**config.mk**
```make
export PLATFORM = sky130hd
export DESIGN_NAME = mef_pattern_det
export DESIGN_NICKNAME = d
export VERILOG_FILES = /design/src/rtl/mef_pattern_det.sv
export SDC_FILE = /design/constraint.sdc
export NUM_CORES = 1
export LEC_CHECK = 0
export CAP_MARGIN = 10
export CORE_MARGIN = 2
export CORE_UTILIZATION = 50
export DETAILED_ROUTE_END_ITERATION = 8
export PLACE_DENSITY = 0.75
export SYNTH_ARGS = -nofsm -noshare
export SYNTH_HDL_FRONTEND = slang
export SYNTH_SLANG_ARGS = --single-unit
```
**constraint.sdc**
```tcl
create_clock -name CLK -period 2.85 [get_ports CLK]
set_input_delay 0.285 -clock CLK [delete_from_list [all_inputs] [get_ports CLK]]
set_output_delay 0.285 -clock CLK [all_outputs]
set_load 0.02 [all_outputs]
```
**src/rtl/mef_pattern_det.sv**
```systemverilog
// Serial pattern detector: Y tracks the matched prefix length of a loadable PAT_W-bit pattern.
// Optional saturating match counter is built when MEF_MATCH_CNT_EN is defined.
module mef_pattern_det #(
  parameter int unsigned      PAT_W   = 8,
  parameter logic [PAT_W-1:0] PAT_RST = 8'b1011_0110,
  parameter bit               OVERLAP = 1'b1,
  parameter int unsigned      CNT_W   = 8
) (
  input  logic                       CLK,
  input  logic                       CLR_N,
  input  logic                       EN,
  input  logic                       E,
  input  logic                       PAT_LOAD,
  input  logic [PAT_W-1:0]           PAT_IN,
  output logic [$clog2(PAT_W+1)-1:0] Y,
  output logic                       MATCH,
  output logic [CNT_W-1:0]           MATCH_CNT
);

  localparam int unsigned YW = $clog2(PAT_W + 1);
  localparam int          PW = int'(PAT_W);

  logic [PAT_W-1:0] pat_q, pat_nx;
  logic [PAT_W-1:0] hist_q, hist_nx;
  logic [YW-1:0]    k_q, k_nx;
  logic             match_q, match_nx;

  logic [PAT_W-1:0] cand;
  logic [PAT_W-1:0] mask;
  logic [PAT_W-1:0] pref;
  logic [YW-1:0]    k_acc;
  int               lim;

  // State register
  always_ff @(posedge CLK or negedge CLR_N) begin
    if (!CLR_N) begin
      pat_q   <= PAT_RST;
      hist_q  <= '0;
      k_q     <= '0;
      match_q <= 1'b0;
    end else begin
      pat_q   <= pat_nx;
      hist_q  <= hist_nx;
      k_q     <= k_nx;
      match_q <= match_nx;
    end
  end

  // Next state: longest pattern prefix that is a suffix of the history plus the new bit.
  // A new match can be at most one bit longer than the current one, so only j <= k+1 is tried.
  always_comb begin
    pat_nx   = pat_q;
    hist_nx  = hist_q;
    k_nx     = k_q;
    match_nx = 1'b0;
    cand     = {hist_q[PAT_W-2:0], E};
    mask     = '0;
    pref     = '0;
    k_acc    = '0;
    lim      = (!OVERLAP && (k_q == YW'(PAT_W))) ? 1 : int'(k_q) + 1;

    for (int j = 1; j <= PW; j++) begin
      mask = {PAT_W{1'b1}} >> (PW - j);
      pref = pat_q >> (PW - j);
      if ((j <= lim) && (((cand ^ pref) & mask) == '0)) k_acc = YW'(j);
    end

    if (PAT_LOAD) begin
      pat_nx  = PAT_IN;
      hist_nx = '0;
      k_nx    = '0;
    end else if (EN) begin
      hist_nx  = cand;
      k_nx     = k_acc;
      match_nx = (k_acc == YW'(PAT_W));
    end
  end

  assign Y     = k_q;
  assign MATCH = match_q;

`ifdef MEF_MATCH_CNT_EN
  logic [CNT_W-1:0] cnt_q;

  // Saturating match counter, cleared by a pattern load
  always_ff @(posedge CLK or negedge CLR_N) begin
    if (!CLR_N) begin
      cnt_q <= '0;
    end else if (PAT_LOAD) begin
      cnt_q <= '0;
    end else if (match_nx && (cnt_q != {CNT_W{1'b1}})) begin
      cnt_q <= cnt_q + CNT_W'(1);
    end
  end

  assign MATCH_CNT = cnt_q;
`else
  assign MATCH_CNT = '0;
`endif

endmodule

```
# Word-level counts from Yosys, hierarchy flattened
# Cells that the tools add are included.
# Widths: inputs -> output; s select.
[classes]
bitwise = 8
muxes = 14
n_lt_le_gt_ge = 8
reduce_logical = 17
n_addsub = 1
eq_ne = 1
[op_table]
columns = ["op", "count"]
rows = [
  ["$logic_not 8->1", 8],
  ["$le 3x5->1 const A", 4],
  ["$mux 7", 2],
  ["$mux 3", 4],
  ["$mux 4", 3],
  ["$le 2x5->1 const A", 2],
  ["$logic_and 1x1->1", 8],
  ["$xor 8x8->8", 1],
  ["$xor 7x7->7", 1],
  ["$xor 6x6->6", 1],
  ["$add 4x1->5 const B", 1],
  ["$le 1x5->1 const A", 1],
  ["$le 4x5->1 const A", 1],
  ["$xor 5x5->5", 1],
  ["$eq 4x4->1 const B", 1],
  ["$mux 2", 2],
  ["$xor 4x4->4", 1],
  ["$mux 1", 3],
  ["$xor 3x3->3", 1],
  ["$reduce_bool 2->1", 1],
  ["$xor 2x2->2", 1],
  ["$xor 1x1->1", 1],
]
[totals]
output_inout_bits = 13
wordCells = 53
inputBits = 13
reg_bits = 20

# Logic depth before layout (Yosys ltp)
# Gate-level depths: netlist of the first run.
[logic_depth]
ltp_word = 14
ltp_mapped = 8
ltp_nobuf = 8

# Worst setup path after synthesis of the first run
# Ideal clock, no wire load.
[synth_path]
kind = "reg-to-reg"
start = "reg k_q[0], in the netlist Y[0]"
end = "reg k_q[0], in the netlist Y[0]"
stages_incl_launch_ff = 9
setup_time_ns = 0.123
arrival_time_ns = 2.049
path_slack_ns = 0.678
path_buffers = 0
path_cell_list = "dfrtp_1 > inv_1 > ha_1 > and2_2 > o211a_1 > or4_4 > nor3b_1 > o22ai_1 > a21oi_1"
[synth_via]
elab_chain_len = 13
word_cells_on_any_way = 27
classes_between = "add/sub (1); order compare (8); mux (10); reduce/logical (8)"
[synth_rtl]
columns = ["item", "line", "rtl"]
rows = [
  ["from (decl)", "25", "logic [YW-1:0] k_q, k_nx;"],
  ["from (signal assigned)", "44", "k_q <= k_nx;"],
  ["$add 4x1->5 *", "60", "lim = (!OVERLAP && (k_q == YW'(PAT_W))) ? 1 : int'(k_q) + 1;"],
  ["$le 1x5->1", "65", "if ((j <= lim) && (((cand ^ pref) & mask) == '0)) k_acc = YW'(j);"],
  ["$logic_and 1x1->1", "65", ""],
  ["$mux 1", "65", ""],
  ["$mux 2 (2 in series)", "65", ""],
  ["$mux 3 (4 in series)", "65", ""],
  ["$mux 4 *", "65", ""],
  ["$mux 4 *", "72", "end else if (EN) begin"],
  ["$mux 4 *", "68", "if (PAT_LOAD) begin"],
]
# Every way passes the cells marked *; elsewhere a longest branch is shown, timed or not. The select of a mux whose other input is x is not followed.
# A chain may end at the register's enable or synchronous reset.

# Worst setup path after layout of the first run
# Ends and elaborated chain as after synthesis.

==> flow_summary_export.csv, run 1 <==
group,metric,value,unit
sta,grt_setup_unrepaired,"false",
cells_and_area,area_growth,7.342,%
pwr,leakage,0.7556,nW
synth,synth.area.top_cells,"dfrtp_1, xnor2_1, dfstp_2",
synth,synthMuxAreaShare,9.985,%
cts,cts.sinks,20,
worst_setup_path,path_max_fanout,11,
sta,fin_setup_tns,0,ps
global_route,grtUsageTotal,18.39,%
cts,cts.clk_slew.worst_paths,110,ps
floorplan,die_w,62.38,um
cts,root_buffer,"clkbuf_4",
worst_setup_path,path_cells,"ha_1, nor2_1, o211a_1, or4_4, nor3b_1, o22ai_1, a21oi_1",
synth,synth-compound-area-share,11.45,%
cells_and_area,drive_gt1_share,12.04,%
cells_and_area,nNetsFinal,209,
routing,wl_per_cell,13.75,um
worst_setup_path,critical-path-max-stage-delay,570,ps
floorplan,die-area,3891,um^2
routing,drt_iter0_drc,59,
routing,drtPass1Iterations,4,
pwr,comb_power_share,25.2,%
pwr,pwr-share-seq,53.9,%
floorplan,initial_core_util,51.47,%
worst_setup_path,worst_setup_path_end_kind,"register",
floorplan,die_h,62.38,um
synth,syn_area_per_cell,9.162,um^2
synth,yosys.area.top_type,"dfrtp_1",
placed_design,dp_hpwl,2.560,mm
global_route,grt_pass1_vias,1264,
pwr,intPower,0.4462,mW
routing,viasPerCell,5.283,
synth,async_reset_ff_share,100.0,%
cells_and_area,fillers,311,
global_route,use_met2,31.39,%
worst_setup_path,crit_required,3040,ps
synth,synth_warnings,0,
worst_setup_path,reg2reg_from,"Y[0]",
cts,clkLatencyLatePin,290,ps
routing,drc_errors,0,
floorplan,ios,26,
global_route,met3_usage,1.081,%
pwr,power_frac_clock,20.8,%
global_route,grt_antenna_before_repair,0,
sta,relSlewSlack,43.59,%
flow_run,drv_cap,0,
worst_setup_path,cp_top_family,"simple AND/OR/NAND/NOR gates",
run_status,status,"finished clean",
sta,slew_violations,0,
synth,synth_ff_type,"dfrtp_1",
synth,synth_top_family_by_area,"XOR/XNOR gates",
worst_setup_path,rr_worst_depth,7,
routing,vias,1252,
cells_and_area,seq_area,506.7,um^2
cts,cts_tree,"built",
global_route,grt_max_degree,21,
synth,synth_seq_cells,20,
sta,post-route-min-period,2331,ps
pwr,p_total,0.6374,mW
synth,synth_top_area_share,22.03,%
synth,synth_edf_count,0,
sta,hold_viol,0,
placed_design,gp_congestion,0.8712,
cells_and_area,multiInputGateArea,1035,um^2
cts,h-tree-depth,1,
synth,synthCells,186,
pwr,switchingPower,0.1912,mW
sta,setup_violations,0,
cts,cts_buffer_depth,2,
worst_setup_path,cp-start-kind,"register",
pwr,swShare,30.00,%
sta,finalCritPeriodShare,81.79,%
placed_design,io_buffers,17,
synth,synth-adder-area-share,2.937,%
synth,synth-simple-area-share,15.57,%
routing,routed_wl,3.258,mm
worst_setup_path,cp.arrival,2520,ps
routing,antenna_left,0,
worst_setup_path,crit_buf_inv,0,
global_route,met1_usage,24.83,%
pwr,p_per_area,348.4,nW/um^2
floorplan,coreArea,3311,um^2
worst_setup_path,critPathKind,"reg -> reg",
sta,clock.fmax,429.0,MHz
cts,post_cts_buffers,0,
cts,cts_buffers,3,
global_route,busiest_layer,"met2",
global_route,overflow,0,
synth,ys_types,48,
worst_setup_path,r2r-end,"Y[0]",
sta,clock_skew,8.811,ps
floorplan,row_count,21,
worst_setup_path,slowest_stage,"dfrtp_1",
sta,worst_pin_slew,843.5,ps
synth,synth_xor_area_share,19.02,%
global_route,grt_pass1_wl,5.865,mm
cts,cts_resized,0,
synth,netlist_area,1704,um^2
min_path,hold_path.class,"in -> async",
synth,seq_area_frac_synth,29.74,%
pwr,peakVddDrop,0.0002646,V
cells_and_area,antenna_cells,0,
cts,cts_hold_buf,0,
worst_setup_path,reg2reg_slack,520,ps
## placed cells by master (no fill, tap or decap), types with 8 or more instances in the layout
cell / instances
conb_1: 8
mux2i_1: 8
nor2_1: 13
mux2_2: 8
a21oi_1: 8
nand2_1: 13
xnor2_1: 27
clkdlybuf4s50_1: 17
dfrtp_1: 15
xor2_1: 10
## layout make-up
cell class | count | area share, %
timing repair buffer | 19 | 10.12
inverter | 5 | 1.026
clock buffer | 4 | 1.436
multi-input combinational | 143 | 56.57
tap | 46 | 3.146
sequential | 20 | 27.70
## power by group through the flow
stage,registers [mW],clock network (mW),logic [mW]
2_1_floorplan,0.321,0,0.155
3_3_place_gp,0.347,0,0.157
3_5_place_dp,0.348,0,0.161
4_1_cts,0.343,0.144,0.162
5_1_grt,0.348,0.157,0.179
6_report,0.344,0.133,0.161
## Yosys cell counts (2+ instances only)
master / number
dfstp_2: 5
a21oi_1: 8
buf_6: 4
clkbuf_1: 4
xnor2_1: 27
nand3_1: 5
inv_1: 5
mux2_2: 8
o21ai_0: 2
mux2i_1: 8
nor2_1: 13
nand2_1: 13
and3_1: 2
nor3_1: 3
buf_2: 6
xor2_1: 10
nand4_1: 4
ha_1: 4
buf_4: 10
dfrtp_1: 15
nor2b_1: 3
## routing by layer
metal	vias up	part of all wire, %
li1	626	-
met1	602	46
met2	20	50
met3	4	2.3
met4	0	1.0
met5	-	0
## cell families after synthesis
group	after synthesis
buffers and inverters	30
flip-flops	20
AO/OA/AOI/OAI	26
AND/OR/NAND/NOR	52
adder cells (fa/ha/maj)	4
other	1
multiplexers	16
XOR/XNOR	37
## sequential cells by signal, summed over array words and instances (netlist names)
name / count
MATCH: 1
Y: 4
hist_q: 7
pat_q: 8
## worst max-delay path by stage
| stage | startpoint | endpoint | slack [ps] | depth (start not counted) |
|---|---|---|---|---|
| global placement | Y[0] | Y[0] | 620 | 8 |
| floorplan | Y[0] | Y[0] | 680 | 8 |
| detailed placement | Y[0] | Y[0] | 580 | 7 |
| global route | Y[0] | Y[1] | 290 | 7 |
| CTS | Y[0] | Y[0] | 550 | 7 |
| finish | Y[0] | Y[0] | 520 | 7 |
## through the flow
step / instance area (um^2) / setup slack (ps) / hold WS, ps / cells / utilization, %
finish: 1829 / 519.0 / 462.6 / 237 / 55.25
global route: 1829 / 291.8 / 532.5 / 237 / 55.25
CTS: 1829 / 554.0 / 484.1 / 237 / 55.25
detailed placement: 1803 / 583.0 / 532.5 / 233 / 54.46
global placement: 1803 / 624.6 / 533.9 / 233 / 54.46
floorplan: 1730 / 678.2 / -10.59 / 193 / -
Note: power is estimated with default switching activity, not from simulation.
==> run 2: changes to the inputs <==
- CORE_UTILIZATION: 50 -> 49
- PLACE_DENSITY: 0.75 -> 0.76
- clock period: 2.85 -> 1.87 ns (I/O delays scaled with it)
==> flow_summary_export.csv, run 2 (same netlist as run 1, synthesis figures left out) <==
group,metric,value,unit
run_status,status,"finished with violations",
run_status,violations,"negative setup slack",
routing,drtPass1Iterations,4,
sta,setup_ws,-159.1,ps
floorplan,ios,26,
cells_and_area,top_register,"pat_q",
sta,whs,214.3,ps
pwr,switchingPower,0.3413,mW
sta,slew_violations,0,
sta,setup_violations,5,
worst_setup_path,path_max_fanout,7,
global_route,grtUsageTotal,20.96,%
floorplan,row_count,21,
sta,clock_skew,4.821,ps
placed_design,dp_hpwl,3.213,mm
worst_setup_path,cp.arrival,2230,ps
placed_design,post-place-ws,-202.4,ps
pwr,comb_power_share,29.4,%
global_route,grt_pass1_wl,6.527,mm
cells_and_area,drive_gt1_share,29.82,%
routing,routed_wl,4.058,mm
min_path,hold_path.class,"in -> async",
cts,cts.clk_slew.worst_paths,120,ps
worst_setup_path,crit_required,2080,ps
global_route,grt_max_degree,21,
worst_setup_path,cp-start-kind,"register",
cells_and_area,layout_commonest_cell,"buf_4",
pwr,leakage,0.9139,nW
global_route,grt_pass1_vias,1469,
cells_and_area,fillers,285,
cells_and_area,area_growth,26.73,%
sta,fin_setup_tns,-460.9,ps
routing,drt_iter0_drc,105,
sta,clock.fmax,492.8,MHz
cts,clkLatencyLatePin,310,ps
cells_and_area,seq_area,509.2,um^2
worst_setup_path,worst_setup_path_end_kind,"register",
placed_design,gp_congestion,0.9914,
pwr,p_per_area,558.6,nW/um^2
pwr,swShare,28.29,%
cells_and_area,finish.utilization,64.72,%
sta,hold_viol,0,
routing,drc_errors,0,
routing,vias,1420,
pwr,pwr-share-seq,41.2,%
flow_run,drv_cap,0,
pwr,peakVddDrop,0.0005522,V
floorplan,coreArea,3337,um^2
cts,cts.sinks,20,
floorplan,die_h,62.98,um
routing,antenna_left,0,
cells_and_area,nNetsFinal,236,
routing,viasPerCell,5.379,
floorplan,die_w,62.98,um
placed_design,io_buffers,17,
cells_and_area,multiInputGateArea,1121,um^2
global_route,grt_antenna_before_repair,0,
sta,grt_setup_unrepaired,"true",
routing,wl_per_cell,15.37,um
cells_and_area,antenna_cells,0,
floorplan,initial_core_util,51.07,%
cts,root_buffer,"clkbuf_4",
cts,h-tree-depth,1,
global_route,overflow,0,
floorplan,die-area,3966,um^2
worst_setup_path,critPathKind,"reg -> reg",
cells_and_area,final_cell_mix,"buf_4, xnor2_1, clkdlybuf4s50_1, dfrtp_1, nand2_1",
pwr,intPower,0.8651,mW
cells_and_area,largest_reg_flops,8,
cts,cts_buffers,3,
pwr,power_frac_clock,29.4,%
cts,cts_tree,"built",
sta,finalCritPeriodShare,108.5,%
sta,post-route-min-period,2029,ps
cts,cts_buffer_depth,2,
run 2: changes by cell type in the layout (fill, tap and decap cells not counted), moves of 2 or more:
cell	delta
buf_4	+26
a21oi_1	-2
a21oi_2	+2
dfrtp_1	-2
dfrtp_2	+2
ha_1	-2
ha_4	+2
o21ai_0	-2
run 2: final timing paths:
path | from | endpoint | slack (ps) | cells after the start
worst max-delay path | Y[1] | Y[0] | -160 | 7
worst min-delay path | CLR_N | Y[2] | 210 | 2
worst max register to register | Y[1] | Y[0] | -160 | 7
worst min register to register | pat_q[0] | pat_q[0] | 570 | 1
max in group asynchronous | CLR_N | pat_q[1] | 1380 | 2
min in group CLK | PAT_IN[6] | pat_q[6] | 480 | 2
run 2: power groups by stage:
stage / combinational, mW / clock, mW / sequential, mW
2_1_floorplan: 0.236 / 0 / 0.490
6_report: 0.355 / 0.354 / 0.497
4_1_cts: 0.345 / 0.362 / 0.496
3_3_place_gp: 0.324 / 0 / 0.499
3_5_place_dp: 0.338 / 0 / 0.502
5_1_grt: 0.384 / 0.380 / 0.501
run 2: per-stage QoR:
stage	cell area (um^2)	instances	power (mW)
after floorplan	1740	193	0.7261
after global placement	2028	260	0.8238
after detailed placement	2028	260	0.8407
after CTS	2112	264	1.204
after global routing	2160	264	1.265
final	2160	264	1.206
run 2: layer usage:
| metal | routed length [um] | GRT usage [%] |
|---|---|---|
| met5 | 0 | 0 |
| met2 | 2218 | 38.30 |
| met1 | 1581 | 22.84 |
| met4 | 71 | 10.56 |
| met3 | 187 | 3.964 |
run 2: cell type report:
cell class / instances / area share, %
multi-input cells: 143 / 51.91
flip-flops and latches: 20 / 23.58
repair buffers: 46 / 18.54
well taps: 46 / 2.665
clock inverters: 1 / 1.390
clock buffers: 3 / 1.043
inverters: 5 / 0.8691
run 2: timing repair:
action / 4_1_cts / 5_1_grt
hold buffers: 0 / 0
endpoints found under the setup margin: 5 / 6
buffers inserted: 0 / 0
gates cloned: 0 / 0
pin swaps: 2 / 1
resized for setup: 5 / 11
run 2: worst max-delay path, cell delays in order, from the launching register on:
cell and delay, ps:
dfrtp_2 480, ha_4 210, and3b_1 190, o211a_1 220, or4_4 430, nor3b_4 170, o22ai_1 170, a21oi_1 60
==> run 3: changes to the inputs <==
- SKIP_LAST_GASP: default -> 1
==> flow_summary_export.csv, run 3 (same netlist as run 1, synthesis figures left out) <==
group,metric,value,unit
placed_design,dp_hpwl,3.213,mm
floorplan,initial_core_util,51.07,%
floorplan,die_h,62.98,um
worst_setup_path,cp-start-kind,"register",
worst_setup_path,r2r-end,"Y[0]",
floorplan,ios,26,
sta,fin_setup_tns,-422.3,ps
worst_setup_path,crit_buf_inv,0,
sta,grt_setup_unrepaired,"true",
cells_and_area,layout_commonest_cell,"buf_4",
placed_design,gp_congestion,0.9914,
sta,setup_ws,-151.2,ps
worst_setup_path,cp_top_family,"simple AND/OR/NAND/NOR gates",
pwr,peakVddDrop,0.0005533,V
worst_setup_path,critPathKind,"reg -> reg",
sta,clock.fmax,494.8,MHz
floorplan,coreArea,3337,um^2
cts,cts_buffer_depth,2,
cells_and_area,stdcell_count,264,
cells_and_area,finish.utilization,64.12,%
sta,slew_violations,0,
worst_setup_path,reg2reg_from,"Y[1]",
sta,finalCritPeriodShare,108.1,%
cts,cts.clk_slew.worst_paths,110,ps
routing,routed_wl,3.996,mm
cells_and_area,largest_reg_flops,8,
routing,vias,1416,
worst_setup_path,cp.arrival,2220,ps
worst_setup_path,crit_required,2070,ps
cts,h-tree-depth,1,
cells_and_area,drive_gt1_share,28.90,%
global_route,grtUsageTotal,20.96,%
global_route,grt_pass1_wl,6.527,mm
cts,clkLatencyLatePin,310,ps
cells_and_area,antenna_cells,0,
worst_setup_path,rr_worst_depth,7,
cells_and_area,top_register,"pat_q",
cts,post_cts_buffers,0,
worst_setup_path,cp.depth,7,
cells_and_area,seq_area,509.2,um^2
global_route,grt_pass1_vias,1472,
run_status,status,"finished with violations",
floorplan,die-area,3966,um^2
sta,hold_viol,0,
cts,cts.sinks,20,
cells_and_area,final_cell_mix,"buf_4, xnor2_1, clkdlybuf4s50_1, dfrtp_1, nand2_1",
routing,drt_iter0_drc,121,
worst_setup_path,worst_setup_path_end_kind,"register",
placed_design,dp_cells,260,
run_status,violations,"negative setup slack",
global_route,grt_max_degree,21,
sta,clock_skew,4.833,ps
cells_and_area,nNetsFinal,236,
cts,cts_tree,"built",
floorplan,row_count,21,
routing,drtPass1Iterations,4,
routing,viasPerCell,5.364,
pwr,leakage,0.9111,nW
routing,wl_per_cell,15.14,um
cells_and_area,area_growth,25.55,%
worst_setup_path,slowest_stage,"dfrtp_2",
sta,setup_violations,5,
worst_setup_path,critical-path-max-stage-delay,480,ps
worst_setup_path,path_cells,"ha_4, and3b_1, o211a_1, or4_4, nor3b_4, o22ai_1, a21oi_1",
cts,cts_buffers,3,
flow_run,drv_cap,0,
routing,antenna_left,0,
global_route,grt_antenna_before_repair,0,
cells_and_area,multiInputGateArea,1101,um^2
sta,post-route-min-period,2021,ps
floorplan,die_w,62.98,um
cts,root_buffer,"clkbuf_4",
global_route,overflow,0,
placed_design,io_buffers,17,
worst_setup_path,path_max_fanout,7,
worst_setup_path,reg2reg_slack,-150,ps
routing,drc_errors,0,
cells_and_area,fillers,285,
min_path,hold_path.class,"in -> async",
pwr,p_per_area,562.2,nW/um^2
pwr,p_total,1.203,mW
## run 3: cell count changes in the layout (fill, tap and decap cells not counted)
cell | previous run | this run
o21ai_1 | 1 | 2
a21oi_1 | 6 | 7
o21ai_2 | 1 | 0
a2111oi_2 | 0 | 1
a21oi_2 | 2 | 1
a2111oi_4 | 1 | 0
## run 3: routing by layer
layer / part of all wire (%) / wire, um / track usage, %
met2: 53 / 2100 / 38.03
met3: 5.0 / 199 / 3.604
met1: 40 / 1588 / 23.07
met4: 2.7 / 108 / 11.11
met5: 0 / 0 / 0
## run 3: worst register-to-register path, stage by stage (launching register included)
cell     delay (ps)
dfrtp_2         480
ha_4            210
and3b_1         190
o211a_1         220
or4_4           430
nor3b_4         170
o22ai_1         170
a21oi_1          60
## run 3: final cells by class
| class | instances | area share, % |
|---|---|---|
| clock inverter | 1 | 1.404 |
| inverter | 5 | 0.8772 |
| multi-input combinational | 143 | 51.46 |
| timing repair buffer | 46 | 18.71 |
| tap | 46 | 2.690 |
| clock buffer | 3 | 1.053 |
| sequential | 20 | 23.80 |
## run 3: worst max path at each step
stage | startpoint | endpoint | slack [ps]
finish | Y[1] | Y[0] | -150
global placement | E | Y[0] | -130
detailed placement | E | Y[1] | -200
global route | Y[1] | Y[2] | -190
floorplan | Y[1] | Y[0] | -180
CTS | Y[1] | Y[0] | -120
## run 3: what timing repair did
action | 4_1_cts | 5_1_grt
endpoints found under the setup margin | 5 | 6
pin swaps | 2 | 1
gates cloned | 0 | 0
hold buffers | 0 | 0
gates resized for setup | 3 | 10
## run 3: power breakdown
group,internal (mW),switching [mW],leakage [nW]
Clock,0.217,0.137,0.0279
Combinational,0.183,0.169,0.633
Sequential,0.464,0.0328,0.251
Total,0.864,0.339,0.911
## run 3: metrics by stage
step	setup slack, ps	cell area, um^2	hold slack, ps
after floorplan	-184.2	1740	-108.6
after global placement	-131.2	2028	532.5
after detailed placement	-202.4	2028	540.5
after CTS	-119.5	2103	219.6
after global routing	-189.3	2140	227.7
final	-151.2	2140	214.9
